==> src/rtl/sr_ff_bank.sv <==
// sr_ff_bank: bank of clocked SR flip-flops with selectable S=R=1 resolution and conflict monitor.
// Optional saturating conflict counter is built when SR_FF_BANK_CONFLICT_CNT_EN is defined.
module sr_ff_bank #(
    parameter int WIDTH = 8,
    parameter int CNT_W = 8
) (
    input  logic             clk,
    input  logic             rst_n,
    input  logic             en,
    input  logic [WIDTH-1:0] s,
    input  logic [WIDTH-1:0] r,
    input  logic [1:0]       mode,
    input  logic             clr_cnt,
    output logic [WIDTH-1:0] q,
    output logic [WIDTH-1:0] qb,
    output logic             conflict,
    output logic [CNT_W-1:0] conflict_cnt
);
    logic [WIDTH-1:0] q_r;
    logic [WIDTH-1:0] res;
    logic [WIDTH-1:0] q_next;
    logic             conflict_next;

    // next state per channel: set, reset, hold, or the mode-selected result where s=r=1
    always_comb begin
        res           = (mode == 2'b00) ? q_r : (mode == 2'b01) ? '1 : (mode == 2'b10) ? '0 : ~q_r;
        q_next        = (s & ~r) | (~s & ~r & q_r) | (s & r & res);
        conflict_next = en & |(s & r);
    end

    // channel state and one-cycle conflict flag
    always_ff @(posedge clk or negedge rst_n) begin
        if (!rst_n) begin
            q_r      <= '0;
            conflict <= 1'b0;
        end else begin
            if (en) q_r <= q_next;
            conflict <= conflict_next;
        end
    end

    assign q  = q_r;
    assign qb = ~q_r;

`ifdef SR_FF_BANK_CONFLICT_CNT_EN
    logic [CNT_W-1:0] cnt_r;

    // saturating count of conflict cycles; clear wins over increment
    always_ff @(posedge clk or negedge rst_n) begin
        if (!rst_n) cnt_r <= '0;
        else if (clr_cnt) cnt_r <= '0;
        else if (conflict_next && cnt_r != '1) cnt_r <= cnt_r + CNT_W'(1);
    end

    assign conflict_cnt = cnt_r;
`else
    logic unused_clr_cnt;

    assign unused_clr_cnt = clr_cnt;
    assign conflict_cnt   = '0;
`endif
endmodule

==> config.mk <==
export PLATFORM = sky130hd
export DESIGN_NAME = sr_ff_bank
export DESIGN_NICKNAME = d
export VERILOG_FILES = /design/src/rtl/sr_ff_bank.sv
export SDC_FILE = /design/constraint.sdc
export NUM_CORES = 1
export LEC_CHECK = 0
export BUFFER_PORTS_ARGS = -buffer_cell sky130_fd_sc_hd__buf_2
export CAP_MARGIN = 15
export CORE_MARGIN = 8
export CORE_UTILIZATION = 41
export CTS_BUF_LIST = sky130_fd_sc_hd__clkbuf_16
export DETAILED_ROUTE_END_ITERATION = 6
export PLACE_DENSITY_LB_ADDON = 0.3
export SLEW_MARGIN = 20
export SYNTH_ARGS = -nofsm -noshare
export SYNTH_HDL_FRONTEND = slang
export SYNTH_SLANG_ARGS = --single-unit
==> constraint.sdc <==
create_clock -name clk -period 1.4 [get_ports clk]
set_input_delay 0.21 -clock clk [delete_from_list [all_inputs] [get_ports clk]]
set_output_delay 0.21 -clock clk [all_outputs]
set_load 0.01 [all_outputs]
==> metrics, run 1 <==
RSZ-0062 raised after global routing=no; routed vias=664; TritonCTS clock tree=built; post-synthesis cell count=77; part of the power in combinational logic=24.7%; CP Launch Point=q[1]$_DFFE_PN0P_; drt wl/cell=13.6 um; Flop pwr share=30.1%; Net Sw Power=0.324 mW; routability cong.=0.747; Final nets=138; Die H=54.9 um; Inserted Clock Buffers=3; fill count=138; Worst Skew=0 ns; area of the die=0.00301 mm2; final hold vios=0; diodes inserted=0; clk_lat worst skew=0.23 ns; max-slew violation count=0; DRT Wirelength=1780 um; CTS Buffer Depth=2; synth top area cells=dfrtp_1 (36%), a21oi_1 (12%), buf_4 (9.7%), nand3_1 (6.5%), a21boi_0 (6.1%); initial DRC count=10; Yosys top cell area share=36.4%; Hold Crit Class=in2reg; Setup-failing EPs final=0; Mapped Avg Cell Area=8.04 um2; status=completed; Netlist cell types=16; number of remaining DRC errors=0; power density over the cells=1310 mW/mm2; Post-CTS Setup Bufs=0; Placed Cells=126; max incr delay on CP=0.40 ns; area delta synth->final=37.6%; DR vias/cell=5.07; # rows=14; IO Count=47; post-synthesis register bit count=9; Root Buffer=clkbuf_16; antenna violations before repair=0; count of input and output buffers=37; Pleak=0.448 nW; Peak VDD IR=0.762 mV; Power Internal=0.793 mW; RR Endpoint=q[3]$_DFFE_PN0P_; DIE WIDTH=54.9 um; clk slew on worst S/H paths=0.04 ns; Max Cap Violations=0; post-synth top area cell=dfrtp_1; core area=0.00145 mm2; CP arrival=0.85 ns; cell family with most CP delay=flip-flops; clock share of power=45.1%; gr ovfl total=0; crit path capture type=output pin; PostCTS Resize Cnt=0; post-layout util=58.6%; required time of the critical path=1.19 ns; Worst setup SP type=flip-flop; reg2reg start=q[3]$_DFFE_PN0P_; setup_tns=0 ns; CP cell instances=inv_1 -> buf_2; antenna viol nets, final=0; R2R cell count=3; Yosys warning count=0; first-pass GRT wire length=2790 um; vias in the first global route=624; initial core utilization=42.6%; largest net degree at the start of global routing=26; GRT Total Usage=12.6%; # hold bufs at CTS=1; share of cells above drive strength 1=35.7%; sw frac=29.0%; hpwl dp=1370 um; Final Cycle Share=75.4%; Seq/Total Area, Yosys=36.4%; crit path to=qb[1]; crit-path max FO=4; clk sink count=9; worst setup path class=reg2out; Final min period=1.06 ns; Max Clock Freq=947 MHz; slowest CP cell=dfrtp_1; H-tree depth=1; Cell Area, Synth=619 um2; R2R setup slack=0.52 ns; Final Non-Filler Cells=131; critical path depth=2; worst path bufs/invs=2; drt first pass iters=5
-- power groups by stage --
stage / clock network [mW] / registers (mW) / logic, mW
3_5_place_dp: 0 / 0.340 / 0.277
3_3_place_gp: 0 / 0.337 / 0.273
6_report: 0.504 / 0.337 / 0.277
4_1_cts: 0.512 / 0.337 / 0.281
2_1_floorplan: 0 / 0.353 / 0.149
5_1_grt: 0.538 / 0.345 / 0.312
-- layout by cell type, fill, tap and decap left out, drive strengths merged --
cell	Yosys	routed
clkbuf	0	3
a22oi	4	4
nand2	2	2
a21boi	7	7
nand3	8	8
conb	1	8
inv	10	11
buf	11	37
o21ai	7	7
a21oi	16	16
dfrtp	9	9
dlygate4sd3	0	1
a41oi	1	1
o211ai	1	1
-- synth_stat cells (all sizes together) --
library cell / count
a21oi: 16
o211ai: 1
conb: 1
inv: 10
a22oi: 4
a41oi: 1
a21boi: 7
buf: 11
nand3: 8
nand2: 2
o21ai: 7
dfrtp: 9
-- worst min-delay path by stage --
stage | startpoint | end | slack, ns | cells after the start
2_1_floorplan | rst_n | conflict$_DFF_PN0_ | -0.09 | 0
3_3_place_gp | rst_n | q[1]$_DFFE_PN0P_ | 0.07 | 1
3_5_place_dp | rst_n | q[1]$_DFFE_PN0P_ | 0.07 | 1
4_1_cts | r[4] | q[4]$_DFFE_PN0P_ | 0.17 | 2
5_1_grt | r[5] | q[5]$_DFFE_PN0P_ | 0.17 | 2
6_report | r[5] | q[5]$_DFFE_PN0P_ | 0.17 | 2
-- cell families after synthesis --
| kind of cell | Yosys count | synth area share [%] |
|---|---|---|
| compound gates | 36 | 35.2 |
| buf+inv | 21 | 20.2 |
| simple gates | 10 | 7.68 |
| flops | 9 | 36.4 |
| other cells | 1 | 0.605 |
-- sequential cells by signal (all words and copies together), names as in the netlist --
name / flops
q: 8
conflict: 1
-- area by class of cell --
type | instances | area [um2] | area share [%]
multi-input cells | 54 | 295 | 34.7
inverters | 10 | 37.5 | 4.41
clock buffers | 3 | 75.1 | 8.81
well taps | 16 | 20.0 | 2.35
repair buffers | 38 | 195 | 22.9
flip-flops and latches | 9 | 225 | 26.4
clock inverters | 1 | 3.75 | 0.441
-- metal layers --
layer	vias to the layer above	global-route usage (%)	share of wire, %
li1	330	-	-
met1	294	14.2	36
met2	35	20.9	51
met3	5	3.80	11
met4	0	6.15	1.7
met5	-	0	0
-- stage by stage --
step	worst slack [ns]	power (mW)	area (um2)	hold slack [ns]
after global placement	0.415	0.610	763	0.0728
after floorplan	0.574	0.503	646	-0.0856
final	0.344	1.12	852	0.173
after global routing	0.285	1.19	852	0.172
after CTS	0.340	1.13	852	0.170
after detailed placement	0.392	0.617	763	0.0702
Power figures use the tool's default switching activity.
==> run 2: changes to the inputs <==
Settings changed: CORE_ASPECT_RATIO set to 0.8, CORE_UTILIZATION 41 to 38.
Clock period 1.4 ns to 0.99 ns, I/O delays scaled along.
==> run 2 against run 1 <==
  * Worst setup slack got worse by 0.32 ns
  * Global-route usage fell by 1.6 points
  * Worst hold slack got worse by 0.060 ns
  * Die area increased by 5.8%
  * Sequential power is 40% higher
  * Flip-flop and latch count did not move
  * Combinational power is 53% higher
  * Clock power up 39%
  * Routed wire length decreased by 1.5%
  * Sequential share of layout area down 0.86 points
  * Count of clock-buffer cells in the layout unchanged
  * Power up 43%
  * Critical path type unchanged
==> metrics, run 2 (synthesis gave the netlist of run 1 again) <==
clk_lat worst skew=0.23 ns; area of the die=0.00319 mm2; Worst setup SP type=flip-flop; crit-path max FO=5; max incr delay on CP=0.40 ns; Min-Delay Startpoint=r[5]; H-tree depth=1; crit path capture type=output pin; cell family with most CP delay=flip-flops; routability cong.=0.720; power density over the cells=1810 mW/mm2; CTS Buffer Depth=2; most frequent cells in the layout=buf_2 (35), a21oi_1 (15), inv_1 (9), dfrtp_1 (9); status=completed; post-layout util=55.8%; count of input and output buffers=37; reg2reg start=q[7]$_DFFE_PN0P_; Final min period=0.968 ns; initial core utilization=39.3%; Root Buffer=clkbuf_16; clk sink count=9; TritonCTS clock tree=built; CP Launch Point=q[3]$_DFFE_PN0P_; worst path bufs/invs=2; DR vias/cell=4.68; Final Cell Area=881 um2; clk slew on worst S/H paths=0.04 ns; DP Area=771 um2; share of cells above drive strength 1=37.9%; Setup-failing EPs final=0; Hold Crit Class=in2reg; max reg flops=8; Pleak=0.456 nW; diodes inserted=0; final hold slack=0.113 ns; CP arrival=0.82 ns; Reg area=225 um2; DRT Wirelength=1750 um; routed vias=646; fill count=153; vias in the first global route=620; Placed Cells=132; IO Count=47; CP cell instances=inv_1 -> buf_2; gr ovfl total=0; RSZ-0062 raised after global routing=yes; antenna viol nets, final=0; area of the multi-input gates=295 um2; largest net degree at the start of global routing=26; GRT Total Usage=11.0%; drt first pass iters=6; max-slew violation count=0; DIE WIDTH=61.1 um; core area=0.00158 mm2; final hold vios=0; # rows=13; Peak VDD IR=1.06 mV; number of remaining DRC errors=0; required time of the critical path=0.84 ns; area delta synth->final=42.2%; commonest non-fill, non-tap cell in the layout=buf_2; slowest CP cell=dfrtp_1; Die H=52.1 um; Final Cycle Share=97.8%; Max Cap Violations=0; drt wl/cell=12.7 um; initial DRC count=18; worst setup path class=reg2out; Worst Skew=0 ns; Inserted Clock Buffers=3; hpwl dp=1420 um; Final Non-Filler Cells=138; Max Clock Freq=1030 MHz; antenna violations before repair=0; first-pass GRT wire length=2660 um; Final nets=139
## run 2: cell type report
| cell class | instances | share of cell area [%] |
|---|---|---|
| multi-input cells | 54 | 33.5 |
| flip-flops and latches | 9 | 25.6 |
| repair buffers | 39 | 24.4 |
| clock buffers | 3 | 8.52 |
| inverters | 10 | 4.26 |
| well taps | 22 | 3.12 |
| clock inverters | 1 | 0.568 |
## run 2: per-stage QoR
step           setup slack (ns)  power, mW  setup TNS (ns)
6_report                 0.0219       1.60               0
5_1_grt                 -0.0241       1.71         -0.0869
3_5_place_dp             0.0298      0.874               0
3_3_place_gp             0.0630      0.862               0
2_1_floorplan             0.164      0.711               0
4_1_cts                  0.0141       1.60               0
## run 2: report_power, final
group	leakage [nW]	internal, mW	total, mW	switching, mW
registers	0.111	0.422	0.473	0.0513
clock network	0.0409	0.531	0.700	0.169
logic	0.305	0.194	0.423	0.228
## run 2: path summary, 6_finish.rpt
kind	cells after the start	slack [ns]	endpoint
setup reg to reg	3	0.14	q[7]$_DFFE_PN0P_
max in group asynchronous	2	0.51	q[4]$_DFFE_PN0P_
setup / recovery	2	0.02	qb[3]
min in group asynchronous	2	0.30	conflict$_DFF_PN0_
hold / removal	2	0.11	q[5]$_DFFE_PN0P_
hold reg to reg	3	0.61	q[1]$_DFFE_PN0P_
## run 2: worst register-to-register path, delay by kind of cell (launching register included)
family	cells	cell delay [ns]
DFF	1	0.38
AOI/OAI and AO/OA	3	0.40
## run 2: what timing repair did
item                                   in CTS  in global routing
setup endpoints to repair                   1                  8
endpoints found under the hold margin       9                  0
gates resized for setup                     0                  3
setup buffers                               1                  0
hold buffers                                1                  0
## run 2: metal layers
layer,global-route usage (%),part of all wire (%),vias up
li1,-,-,332
met4,3.47,0.68,0
met3,3.93,10,2
met2,15.3,43,32
met1,15.1,46,280
met5,0,0,-
==> run 3: changes to the inputs <==
Settings changed: REMOVE_ABC_BUFFERS set to 1.
==> run 3 against run 2 <==
  * Count of clock-buffer cells in the layout unchanged
  * Sequential power about the same
  * Register-to-register slack is essentially flat
  * Core utilization is 0.71 points higher
  * Combinational power up 4.7%
  * First-iteration DRC count fell by 17%
  * Clock skew unchanged
  * Clock power hardly changed
==> metrics, run 3 (synthesis gave the netlist of run 1 again) <==
final hold vios=0; cell family with most CP delay=flip-flops; GRT Total Usage=12.0%; IO Count=47; post-layout util=56.5%; vias in the first global route=682; R2R setup slack=0.13 ns; Final Cell Area=892 um2; DP Area=771 um2; Max Cap Violations=0; clk_lat worst skew=0.23 ns; area delta synth->final=44.0%; status=completed; first-pass GRT wire length=2930 um; Power Internal=1.16 mW; core area=0.00158 mm2; clock share of power=43.3%; antenna violations before repair=0; reg2reg start=q[6]$_DFFE_PN0P_; hpwl dp=1380 um; hold path cells=2; count of input and output buffers=37; sw frac=28.5%; diodes inserted=0; Final Cycle Share=97.7%; hold endpoint=q[7]$_DFFE_PN0P_; Inserted Clock Buffers=3; routed vias=641; slowest CP cell=dfrtp_1; Pleak=0.463 nW; worst setup path class=reg2out; antenna viol nets, final=0; DRT Wirelength=1820 um; DR vias/cell=4.64; RR Endpoint=q[6]$_DFFE_PN0P_; max-slew violation count=0; Final nets=139; part of the power in combinational logic=27.4%; setup slack after layout=0.0226 ns; number of remaining DRC errors=0; Setup-failing EPs final=0; Die H=52.1 um; CP cell instances=inv_1 -> buf_2; required time of the critical path=0.84 ns; Peak VDD IR=1.17 mV; drt first pass iters=3; drt wl/cell=13.2 um; initial core utilization=39.3%; H-tree depth=1; initial DRC count=15; DIE WIDTH=61.1 um; area of the die=0.00319 mm2; most frequent cells in the layout=buf_2 (33), a21oi_1 (15), inv_1 (10); Worst setup SP type=flip-flop; Worst Skew=0 ns; share of cells above drive strength 1=37.1%; Max Clock Freq=1030 MHz; Min-Delay Startpoint=r[7]; clk sink count=9; TritonCTS clock tree=built; gr ovfl total=0; power density over the cells=1810 mW/mm2; worst path bufs/invs=2; Hold Crit Class=in2reg; clk slew on worst S/H paths=0.04 ns; Flop pwr share=29.3%; # rows=13; crit path capture type=output pin; CTS Buffer Depth=2; max reg flops=8; RSZ-0062 raised after global routing=yes; crit-path max FO=5; critical path depth=2; CP arrival=0.82 ns; pre-CTS setup slack=0.0256 ns; Root Buffer=clkbuf_16; routability cong.=0.723; largest net degree at the start of global routing=26; Final min period=0.967 ns; R2R cell count=3; max incr delay on CP=0.41 ns; commonest non-fill, non-tap cell in the layout=buf_2; Net Sw Power=0.461 mW
[run 3: cell count changes in the layout (fill, tap and decap cells not counted)]
cell      previous run  this run
clkinv_2             1         0
inv_1                9        10
buf_2               35        33
buf_6                2         4
[run 3: worst max-delay path by stage]
| stage | start | to | slack [ns] |
|---|---|---|---|
| 2_1_floorplan | q[1]$_DFFE_PN0P_ | q[1]$_DFFE_PN0P_ | 0.16 |
| 5_1_grt | q[7]$_DFFE_PN0P_ | qb[7] | -0.04 |
| 3_3_place_gp | en | q[4]$_DFFE_PN0P_ | 0.06 |
| 6_report | q[6]$_DFFE_PN0P_ | qb[6] | 0.02 |
| 3_5_place_dp | en | q[5]$_DFFE_PN0P_ | 0.03 |
| 4_1_cts | q[1]$_DFFE_PN0P_ | qb[1] | 0.005 |
[run 3: metrics by stage]
| stage | setup TNS, ns | cells | power [mW] | hold slack, ns |
|---|---|---|---|---|
| 5_1_grt | -0.159 | 138 | 1.72 | 0.125 |
| 6_report | 0 | 138 | 1.62 | 0.114 |
| 2_1_floorplan | 0 | 73 | 0.667 | -0.147 |
| 3_3_place_gp | 0 | 132 | 0.863 | 0.0127 |
| 4_1_cts | 0 | 138 | 1.60 | 0.105 |
| 3_5_place_dp | 0 | 132 | 0.875 | 0.0154 |
[run 3: repair_timing]
action,in CTS,in global routing
hold buffers,1,0
endpoints found under the hold margin,9,0
gates resized for setup,0,5
buffers inserted,1,0
endpoints found under the setup margin,1,7
[run 3: worst reg2reg max path, cell delays in order, from the launching register on]
cell and delay, ns:
dfrtp_1 0.39, a21boi_0 0.21, a21oi_1 0.06, a21oi_1 0.13
[run 3: cell type report]
cell class / instances / area, um2
clock buffer: 3 / 75.1
clock inverter: 1 / 3.75
fill: 154 / 686
inverter: 10 / 37.5
multi-input combinational: 54 / 295
sequential: 9 / 225
tap: 22 / 27.5
timing repair buffer: 39 / 228
[run 3: metal layers]
layer,vias to the layer above,GRT usage [%],routed length (um)
met2,31,19.3,791
met1,277,13.9,812
li1,333,-,-
met5,-,0,0
met4,0,3.47,0
met3,0,5.65,212
[run 3: power groups by stage]
stage	registers, mW	logic, mW	clock network (mW)
floorplan	0.500	0.168	0
CTS	0.474	0.410	0.715
finish	0.474	0.443	0.701
global route	0.489	0.498	0.738
global placement	0.477	0.387	0
detailed placement	0.481	0.394	0
